[config.mk]
export PLATFORM = sky130hd
export DESIGN_NAME = rr_arbiter_4way16bit_chip
export DESIGN_NICKNAME = d
export VERILOG_FILES = /design/src/rtl/rr_arbiter_4way16bit_chip.sv
export SDC_FILE = /design/constraint.sdc
export NUM_CORES = 1
export LEC_CHECK = 0
export CAP_MARGIN = 20
export CORE_UTILIZATION = 35
export CTS_CLUSTER_SIZE = 16
export DETAILED_ROUTE_END_ITERATION = 12
export DONT_BUFFER_PORTS = 1
export GPL_ROUTABILITY_DRIVEN = 0
export HOLD_SLACK_MARGIN = 0.05
export PLACE_DENSITY_LB_ADDON = 0.1
export SLEW_MARGIN = 20
export SYNTH_ARGS = -nofsm -noshare
export SYNTH_HDL_FRONTEND = slang
export SYNTH_HIERARCHICAL = 1
export SYNTH_SLANG_ARGS = --single-unit
[constraint.sdc]
create_clock -name clk -period 3.2 [get_ports clk]
set_clock_uncertainty 0.15 [all_clocks]
set_input_delay 0.64 -clock clk [delete_from_list [all_inputs] [get_ports clk]]
set_output_delay 0.64 -clock clk [all_outputs]
set_load 0.02 [all_outputs]
[src/rtl/rr_arbiter_4way16bit_chip.sv]
// rr_arbiter_4way16bit_chip
//   Four-channel 16-bit round-robin collector feeding mux_4way16bit_chip.
//   Each channel has a one-word holding register. A full channel is granted
//   fairly, and the grant drives the mux select. The selected word is
//   presented on a valid/ready output port.
// Ports
//   clk, rst_n                      clock (rising edge), async active-low reset
//   {a,b,c,d}_data/_valid/_ready    per-channel input handshake; ready = slot empty
//   out_data                        mux output for hold[out_sel]
//   out_sel                         current grant, 00=a .. 11=d
//   out_valid/out_ready             output handshake
//
// mux_4way16bit_chip
//   Plain 4:1 16-bit multiplexer. s selects a/b/c/d.

module mux_4way16bit_chip (
    input  logic [15:0] a,
    input  logic [15:0] b,
    input  logic [15:0] c,
    input  logic [15:0] d,
    input  logic [1:0]  s,
    output logic [15:0] out
);

    always_comb begin
        out = a;
        case (s)
            2'd0:    out = a;
            2'd1:    out = b;
            2'd2:    out = c;
            default: out = d;
        endcase
    end

endmodule

module rr_arbiter_4way16bit_chip #(
    parameter int unsigned DATA_W   = 16,
    parameter logic [1:0]  INIT_PTR = 2'b11
) (
    input  logic              clk,
    input  logic              rst_n,
    input  logic [DATA_W-1:0] a_data,
    input  logic              a_valid,
    output logic              a_ready,
    input  logic [DATA_W-1:0] b_data,
    input  logic              b_valid,
    output logic              b_ready,
    input  logic [DATA_W-1:0] c_data,
    input  logic              c_valid,
    output logic              c_ready,
    input  logic [DATA_W-1:0] d_data,
    input  logic              d_valid,
    output logic              d_ready,
    output logic [DATA_W-1:0] out_data,
    output logic [1:0]        out_sel,
    output logic              out_valid,
    input  logic              out_ready
);

    localparam int unsigned NCH = 4;
    localparam logic [0:0] IDLE = 1'b0;
    localparam logic [0:0] SEND = 1'b1;

    logic [0:0]        state, state_nxt;
    logic [1:0]        sel, sel_nxt;
    logic [1:0]        ptr, ptr_nxt;
    logic [NCH-1:0]    full, full_nxt;
    logic [NCH-1:0]    valid_vec;
    logic [NCH-1:0]    load;
    logic [DATA_W-1:0] data_vec [NCH];
    logic [DATA_W-1:0] hold [NCH];
    logic [2:0]        pick_idle;
    logic [2:0]        pick_send;

    // Round-robin search starting after 'last'; returns {found, index}.
    function automatic logic [2:0] rr_pick(input logic [NCH-1:0] req, input logic [1:0] last);
        logic [1:0] idx;
        logic [2:0] res;
        res = 3'b000;
        for (int i = 1; i <= 4; i++) begin
            idx = 2'(last + 2'(i));
            if (!res[2] && req[idx]) begin
                res = {1'b1, idx};
            end
        end
        return res;
    endfunction

    assign valid_vec   = {d_valid, c_valid, b_valid, a_valid};
    assign data_vec[0] = a_data;
    assign data_vec[1] = b_data;
    assign data_vec[2] = c_data;
    assign data_vec[3] = d_data;

    // Only empty slots accept, so a granted word never changes under the consumer.
    assign load = valid_vec & ~full;

    assign pick_idle = rr_pick(full, ptr);
    // The channel being drained is excluded; words loaded at this edge wait for the next pass.
    assign pick_send = rr_pick(full & ~(4'b0001 << sel), sel);

    assign a_ready   = ~full[0];
    assign b_ready   = ~full[1];
    assign c_ready   = ~full[2];
    assign d_ready   = ~full[3];
    assign out_sel   = sel;
    assign out_valid = (state == SEND);

    // Next-state and datapath control.
    always_comb begin
        state_nxt = state;
        sel_nxt   = sel;
        ptr_nxt   = ptr;
        full_nxt  = full | load;
        case (state)
            IDLE: begin
                if (pick_idle[2]) begin
                    sel_nxt   = pick_idle[1:0];
                    state_nxt = SEND;
                end
            end
            SEND: begin
                if (out_ready) begin
                    full_nxt[sel] = 1'b0;
                    ptr_nxt       = sel;
                    if (pick_send[2]) begin
                        sel_nxt = pick_send[1:0];
                    end else begin
                        state_nxt = IDLE;
                    end
                end
            end
            default: state_nxt = IDLE;
        endcase
    end

    // Control registers.
    always_ff @(posedge clk or negedge rst_n) begin
        if (!rst_n) begin
            state <= IDLE;
            sel   <= 2'b00;
            ptr   <= INIT_PTR;
            full  <= '0;
        end else begin
            state <= state_nxt;
            sel   <= sel_nxt;
            ptr   <= ptr_nxt;
            full  <= full_nxt;
        end
    end

    // Holding registers.
    always_ff @(posedge clk or negedge rst_n) begin
        if (!rst_n) begin
            for (int i = 0; i < NCH; i++) begin
                hold[i] <= '0;
            end
        end else begin
            for (int i = 0; i < NCH; i++) begin
                if (load[i]) begin
                    hold[i] <= data_vec[i];
                end
            end
        end
    end

    mux_4way16bit_chip u_mux (
        .a   (hold[0]),
        .b   (hold[1]),
        .c   (hold[2]),
        .d   (hold[3]),
        .s   (sel),
        .out (out_data)
    );

endmodule

==> results of run 1 <==
[where the power goes]
part / leakage [nW] / internal, mW / switching [mW]
clock: 0.102 / 0.435 / 0.340
sequential: 0.852 / 1.39 / 0.343
combinational: 0.655 / 0.958 / 0.939
[flip-flops by register name, indices dropped and copies added (netlist names)]
signal,cells
hold,64
full,4
out_valid,1
ptr,2
out_sel,2
[logic make-up (layout without fill, tap and decap cells)]
group / count (synthesis) / in the layout
AO/OA/AOI/OAI: 25 / 25
adder cells (fa/ha/maj): 4 / 4
buffers and inverters: 21 / 31
flip-flops: 73 / 73
multiplexers: 83 / 83
AND/OR/NAND/NOR: 36 / 36
[area by class of cell]
type	instances	area, um2
Timing Repair Buffer	9	90.09
Inverter	7	26.28
Sequential cell	73	1831
Tap cell	133	166.4
Clock inverter	5	81.33
Fill cell	940	5868
Multi-Input combinational cell	148	1584
Clock buffer	10	127.6
[metrics by stage]
step                      hold slack [ns]  setup WS, ns  power, mW  util (%)  area [um2]
final                              0.2809        0.4172      4.409     39.96        3906
after global routing               0.2515        0.3350      4.699     39.96        3906
after global placement             0.1957        0.7151      3.643     37.44        3660
after detailed placement           0.1956        0.6732      3.664     37.44        3660
after floorplan                    0.1944        0.9164      3.311         -        3522
after CTS                          0.2618        0.3785      4.477     39.96        3906
[worst paths after layout]
path,to,slack (ns),cells past startpoint
worst min-delay path,hold[31],0.28,1
min in group asynchronous,hold[11],0.71,2
worst max register to register,out_sel[0],0.68,7
worst min register to register,hold[31],0.34,1
worst max-delay path,out_data[1],0.42,2
max in group asynchronous,ptr[0],1.85,2
[layer usage]
metal	vias to the layer above	global-route usage, %	part of all wire (%)
li1	907	-	-
met2	64	23.85	47
met3	11	6.703	7.8
met4	2	6.484	1.9
met1	1038	20.74	43
met5	-	0	0.10
[cell usage in the layout, fill, tap and decap left out, types with 2 or more instances in the layout]
master / instances
nor3b_1: 2
a21oi_1: 6
dfrtp_1: 70
nand2_1: 7
inv_1: 7
bufinv_16: 2
nand3_1: 3
clkbuf_8: 9
mux4_2: 12
mux2_1: 4
mux4_1: 6
buf_4: 7
dfstp_2: 2
nor2b_2: 4
nand2b_1: 3
mux2_2: 61
nor2b_1: 4
ha_1: 4
nor2_1: 7
o21ai_0: 5
==> impl_results.md, run 1 <==
* All-layer global routing usage at between 10% and 20%
* Endpoint kind of the worst setup timing path: output port
* Total placed cells including tap cells at about 370
* Starting density of the core at between 30 and 40%
* Synthesized Nets at around 320
* Total half-perimeter wirelength after legalization and detailed placement at 5.478 mm
* Synthesis Warnings at 6
* Setup crit start kind: flip-flop
* Data required time of the critical path at between 2 and 2.5 ns
* Area share of and/or/nand/nor cells after synthesis at 5.577%
* Post-route insts no fill at 385
* Post-CTS Hold Fix Bufs at 2
* Vias in the first global route at 2150
* First-pass GRT wire length at between 10 and 15 mm
* Row Count at 36
* Dominant combinational cell family by area after synthesis: multiplexers
* Asr flop ratio synth at 100.0%
* Library cell with the largest summed area after synthesis: dfrtp_1
* Count of buffers from port buffering at 0
* Post-synthesis share of cell area spent on xor and xnor gates at 0%
* I/O pin count at 94
* Peak clock frequency supported by timing at 359.4 MHz
* Count of H-tree levels built during CTS at 3
* Final net count at about 320
* Via Count at slightly above 2k
* Most used standard cells in the synthesized netlist: dfrtp_1 (71), mux2_2 (61), mux4_2 (12)
* Synth top area cells: dfrtp_1 (50%), mux2_2 (20%), mux4_2 (7.7%)
* Origin of the critical flop-to-flop path: out_sel[0]
* Grt total ovfl at 0
* Routed Antenna Nets at 0
* Number of buffers added for setup after CTS at 0
* Starting DRT DRC Count at 60
* Diodes inserted at 0
* Post-synthesis sequential element count at 73
* CTS tree: built
* Routed wire length per instance at 20.48 um
* Final routed DRC violation total at 0
* HP Class: in -> reg
* Largest stage delay on the critical path at 0.70 ns
* Summed negative setup slack over all endpoints at 0 ns
* Post-synthesis instance area at 3522 um2
* Critical path buffer and inverter count at 1
* Drt first pass iters at 4
* Number of hold-slack violations in the final timing report at 0
* Avg Cell Area, Syn at 14.55 um2
* Power Density at 1129 nW/um2
* Critical path arrival at between 1.5 and 2 ns
* Die outline height at 102.3 um
* Number of buffers created by CTS at 9
* Fraction of post-synthesis cell area in the top cell type by area at 50.44%
* Die area at 10470 um2
* Post-synth cell types at 40
* Average vias per placed instance at 5.252
* Largest net degree at the start of global routing at 74
* Run status: complete, no violations
* Start point of the worst min-delay path: c_data[15]
* Area growth syn-to-layout at 10.91%
* Max-slew headroom at roughly two thirds
* Endpoints failing setup at 0
* Number of antenna violations at the first check in global routing at 1
* Setup repair after global routing missed its margin: no
* Clock transition at the registers of the reported paths at 0.08 ns
* Portion of the clock cycle consumed by the worst path in the final layout at 86.96%
* Maximum number of buffers from clock root to sink at 2
* Worst setup path startpoint: out_sel[0]
* Resize count post-CTS at 0
* Die width at 102.3 um
* Critical path cell sequence: buf_4 > mux4_1
* Cells after synthesis at 242
* Most common cell in the netlist: dfrtp_1
* Fin. max-slew vios at 0
* DRT Wirelength at 7.884 mm
* Number of max-cap violations at 0
* Layout cell share with drive strength beyond 1 at a little over two fifths
* Fraction of the mapped netlist area in compound gates at 4.760%
* Worst Path Max Fanout at 19
* Slowest library cell on the worst path: mux4_1
* CTS root buffer: clkbuf_8
* Slew at the pin with the worst max-slew slack at 0.4850 ns
* Maximum VDD drop at 0.4494 mV
* Share of synthesized area spent on multiplexers at around 33%
* Period minus WS final at 2.783 ns
* Post-synthesis sequential area ratio at 51.94%
* Placeable core area at 9774 um2
* Setup CP Type: reg -> out
* Cell type group with the largest total delay on the critical path: multiplexers
* Share of synthesized cell area in full adder, half adder and majority cells at 1.421%
* Static leakage power at between 1.5 and 2 nW
* Insertion delay to the later sink of the worst-skew pair at 0.33 ns
* Clock tree sinks at 73
* Most common flop cell mapped by yosys: dfrtp_1
* Post-synth EDFFs at 0
Power figures use the tool's default switching activity.
==> run 2, diff against run 1 <==
--- a/config.mk
+++ b/config.mk
@@ -5,6 +5,7 @@
 export SDC_FILE = /design/constraint.sdc
 export NUM_CORES = 1
 export LEC_CHECK = 0
+export ABC_AREA = 1
 export CAP_MARGIN = 20
 export CORE_UTILIZATION = 35
 export CTS_CLUSTER_SIZE = 16
==> run 2 against run 1 <==
Core utilization is 0.30 points lower; fmax is 4.1% higher; sequential power is 2% higher; die area is 8.3% higher; clock-buffer cell count stayed put; register-to-register slack better by 0.18 ns; worst setup slack better by 0.11 ns; critical path type unchanged; largest cell class unchanged; largest power group unchanged.
==> impl_results.md, run 2 <==
* Via Count at 2677
* First-pass GRT wire length at 15.59 mm
* Count of buffers from port buffering at 0
* Most used standard cells in the synthesized netlist: dfrtp_1 (71), nand3_1 (66), mux2_2 (64)
* Max-slew headroom at 41.62%
* Library cell with the largest summed area after synthesis: dfrtp_1
* CTS tree: built
* Clock network power share at 17.4%
* Int Power at about 2.7 mW
* Grt total ovfl at 0
* Cell type group with the largest total delay on the critical path: flip-flops
* Number of max-cap violations at 0
* Data required time of the critical path at around 2.4 ns
* Largest net degree at the start of global routing at 74
* Insertion delay to the later sink of the worst-skew pair at 0.35 ns
* Slew at the pin with the worst max-slew slack at slightly below 0.9 ns
* Combinational Power Share at 46.2%
* Switching Power at 2.172 mW
* Final core utilization at 39.67%
* Largest reg by FF count: hold
* Synthesized Nets at 448
* Portion of the clock cycle consumed by the worst path in the final layout at 83.56%
* Area growth syn-to-layout at 8.612%
* Peak clock frequency supported by timing at 374.0 MHz
* Number of buffers created by CTS at 9
* Design area at 4150 um2
* Count of H-tree levels built during CTS at 3
* Static leakage power at 1.868 nW
* Vias in the first global route at 2818
* Clock tree sinks at 73
* Critical path cell sequence: buf_4 > buf_4 > nand3_1 > nand4_1
* CTS root buffer: clkbuf_8
* All-layer global routing usage at 18.51%
* Post-synth EDFFs at 0
* Routed wire length per instance at 18.81 um
* Proportion of total power due to net switching at ~44%
* Filler cell count at 1080
* Synth top area cells: dfrtp_1 (46%), mux2_2 (19%), nand3_1 (8.6%)
* Die area at 11340 um2
* Post-synthesis instance area at 3821 um2
* Avg Cell Area, Syn at 10.24 um2
* Placeable core area at roughly 10000 um2
* Setup crit start kind: flip-flop
* Seq pwr share at around 36%
* Clock transition at the registers of the reported paths at about 0.080 ns
* Total half-perimeter wirelength after legalization and detailed placement at 6.866 mm
* I/O pin count at 94
* Cell type with the highest occurrence count on the critical path: buf_4
* Die outline height at 106.5 um
* Final routed DRC violation total at 0
* Run status: complete, no violations
* Worst Path Max Fanout at 23
* Cells after synthesis at 373
* Largest stage delay on the critical path at about 0.70 ns
* Slowest library cell on the worst path: dfrtp_2
* Most common library cell in the layout ignoring fill and taps: dfrtp_1
* Row Count at 37
* HP Class: in -> reg
* Setup CP Type: reg -> out
* Critical path buffer and inverter count at 2
* Maximum VDD drop at just under 0.4 mV
* Starting DRT DRC Count at 97
* Routed Antenna Nets at 0
* Period minus WS final at 2.674 ns
* Synthesis Warnings at 6
* Starting density of the core at 36.52%
* Asr flop ratio synth at 100.0%
* Total placed instance area at 3877 um2
* Post-synth cell types at 26
* Number of antenna violations at the first check in global routing at 2
* Number of hold-slack violations in the final timing report at 0
* Layout cell share with drive strength beyond 1 at 31.22%
* Most frequent cells in the layout: dfrtp_1 (69), nand3_1 (66), mux2_2 (64)
* Max FFs per register at 64
* Critical path arrival at 1.88 ns
* Hold_ws at 0.2693 ns
* Setup repair after global routing missed its margin: no
* Endpoint kind of the worst setup timing path: output port
* Power Density at 1179 nW/um2
* Drt first pass iters at 4
* Number of buffers added for setup after CTS at 0
* Most common flop cell mapped by yosys: dfrtp_1
* Registers with the highest flip-flop counts: hold: 64 flops, full: 4 flops
* Summed negative setup slack over all endpoints at 0 ns
* Final net count at 448
* Die width at 106.5 um
* Endpoints failing setup at 0
* Fraction of post-synthesis cell area in the top cell type by area at 46.50%
* Most common cell in the netlist: dfrtp_1
* Maximum number of buffers from clock root to sink at 2
* Fin. max-slew vios at 0
* Post-synthesis sequential element count at 73
* Post-synthesis sequential area ratio at 47.87%
* Average vias per placed instance at 5.198
* DRT Wirelength at 9.689 mm
run 2: cell count changes after synthesis, sizes merged, moves of 3 or more:
cell,previous run,this run
o22ai,1,4
nand2,7,80
buf,10,16
nor2b,9,0
nand2b,3,0
a21oi,6,1
clkbuf,4,1
mux4,18,0
nand3,3,67
inv,7,28
nand4,0,19
run 2: final cells by class:
cell class	count	area, um2	share of cell area, %
multi-input combinational	255	1733	41.75
timing repair buffer	6	67.56	1.628
sequential	73	1832	44.14
inverter	28	112.6	2.713
tap	136	170.2	4.100
clock inverter	6	95.09	2.291
antenna	1	2.502	0.06030
clock buffer	10	137.6	3.316
run 2: worst paths after layout:
kind                             from           to  slack (ns)  cells past startpoint
max                        out_sel[1]  out_data[0]        0.53                      4
min                           a_valid      full[0]        0.27                      2
max reg2reg                out_sel[1]   out_sel[0]        0.86                     10
min reg2reg                  hold[33]     hold[33]        0.36                      1
max in group asynchronous       rst_n       ptr[1]        1.87                      2
min in group asynchronous       rst_n     hold[49]        0.67                      2
run 2: what timing repair did:
| action | CTS | global route |
|---|---|---|
| hold buffers | 2 | 0 |
| endpoints found under the hold margin | 73 | 0 |
| resized for setup | 0 | 0 |
run 2: cells by family after synthesis:
family / after synthesis / synth area share, %
AO/OA/AOI/OAI: 14 / 2.030
adder cells (fa/ha/maj): 4 / 1.310
buffers and inverters: 45 / 6.778
flip-flops: 73 / 47.87
multiplexers: 64 / 18.86
AND/OR/NAND/NOR: 173 / 23.15
run 2: power by group through the flow:
stage	registers [mW]	clock network, mW	logic (mW)
3_3_place_gp	1.80	0	2.22
3_5_place_dp	1.80	0	2.26
2_1_floorplan	1.62	0	2.05
4_1_cts	1.78	0.884	2.29
6_report	1.78	0.852	2.26
5_1_grt	1.85	0.916	2.54
run 2: through the flow:
step,setup WS (ns),power (mW),instances
floorplan,1.130,3.663,373
global placement,0.9221,4.018,496
detailed placement,0.8878,4.057,496
CTS,0.4857,4.959,514
global route,0.3969,5.300,514
finish,0.5260,4.891,515
run 2: routing by layer:
layer / global-route usage (%) / wire length, um / vias to the layer above
li1: - / - / 1290
met3: 5.947 / 553 / 13
met4: 5.871 / 108 / 2
met5: 0 / 10 / -
met1: 24.78 / 4607 / 1308
met2: 28.34 / 4410 / 64
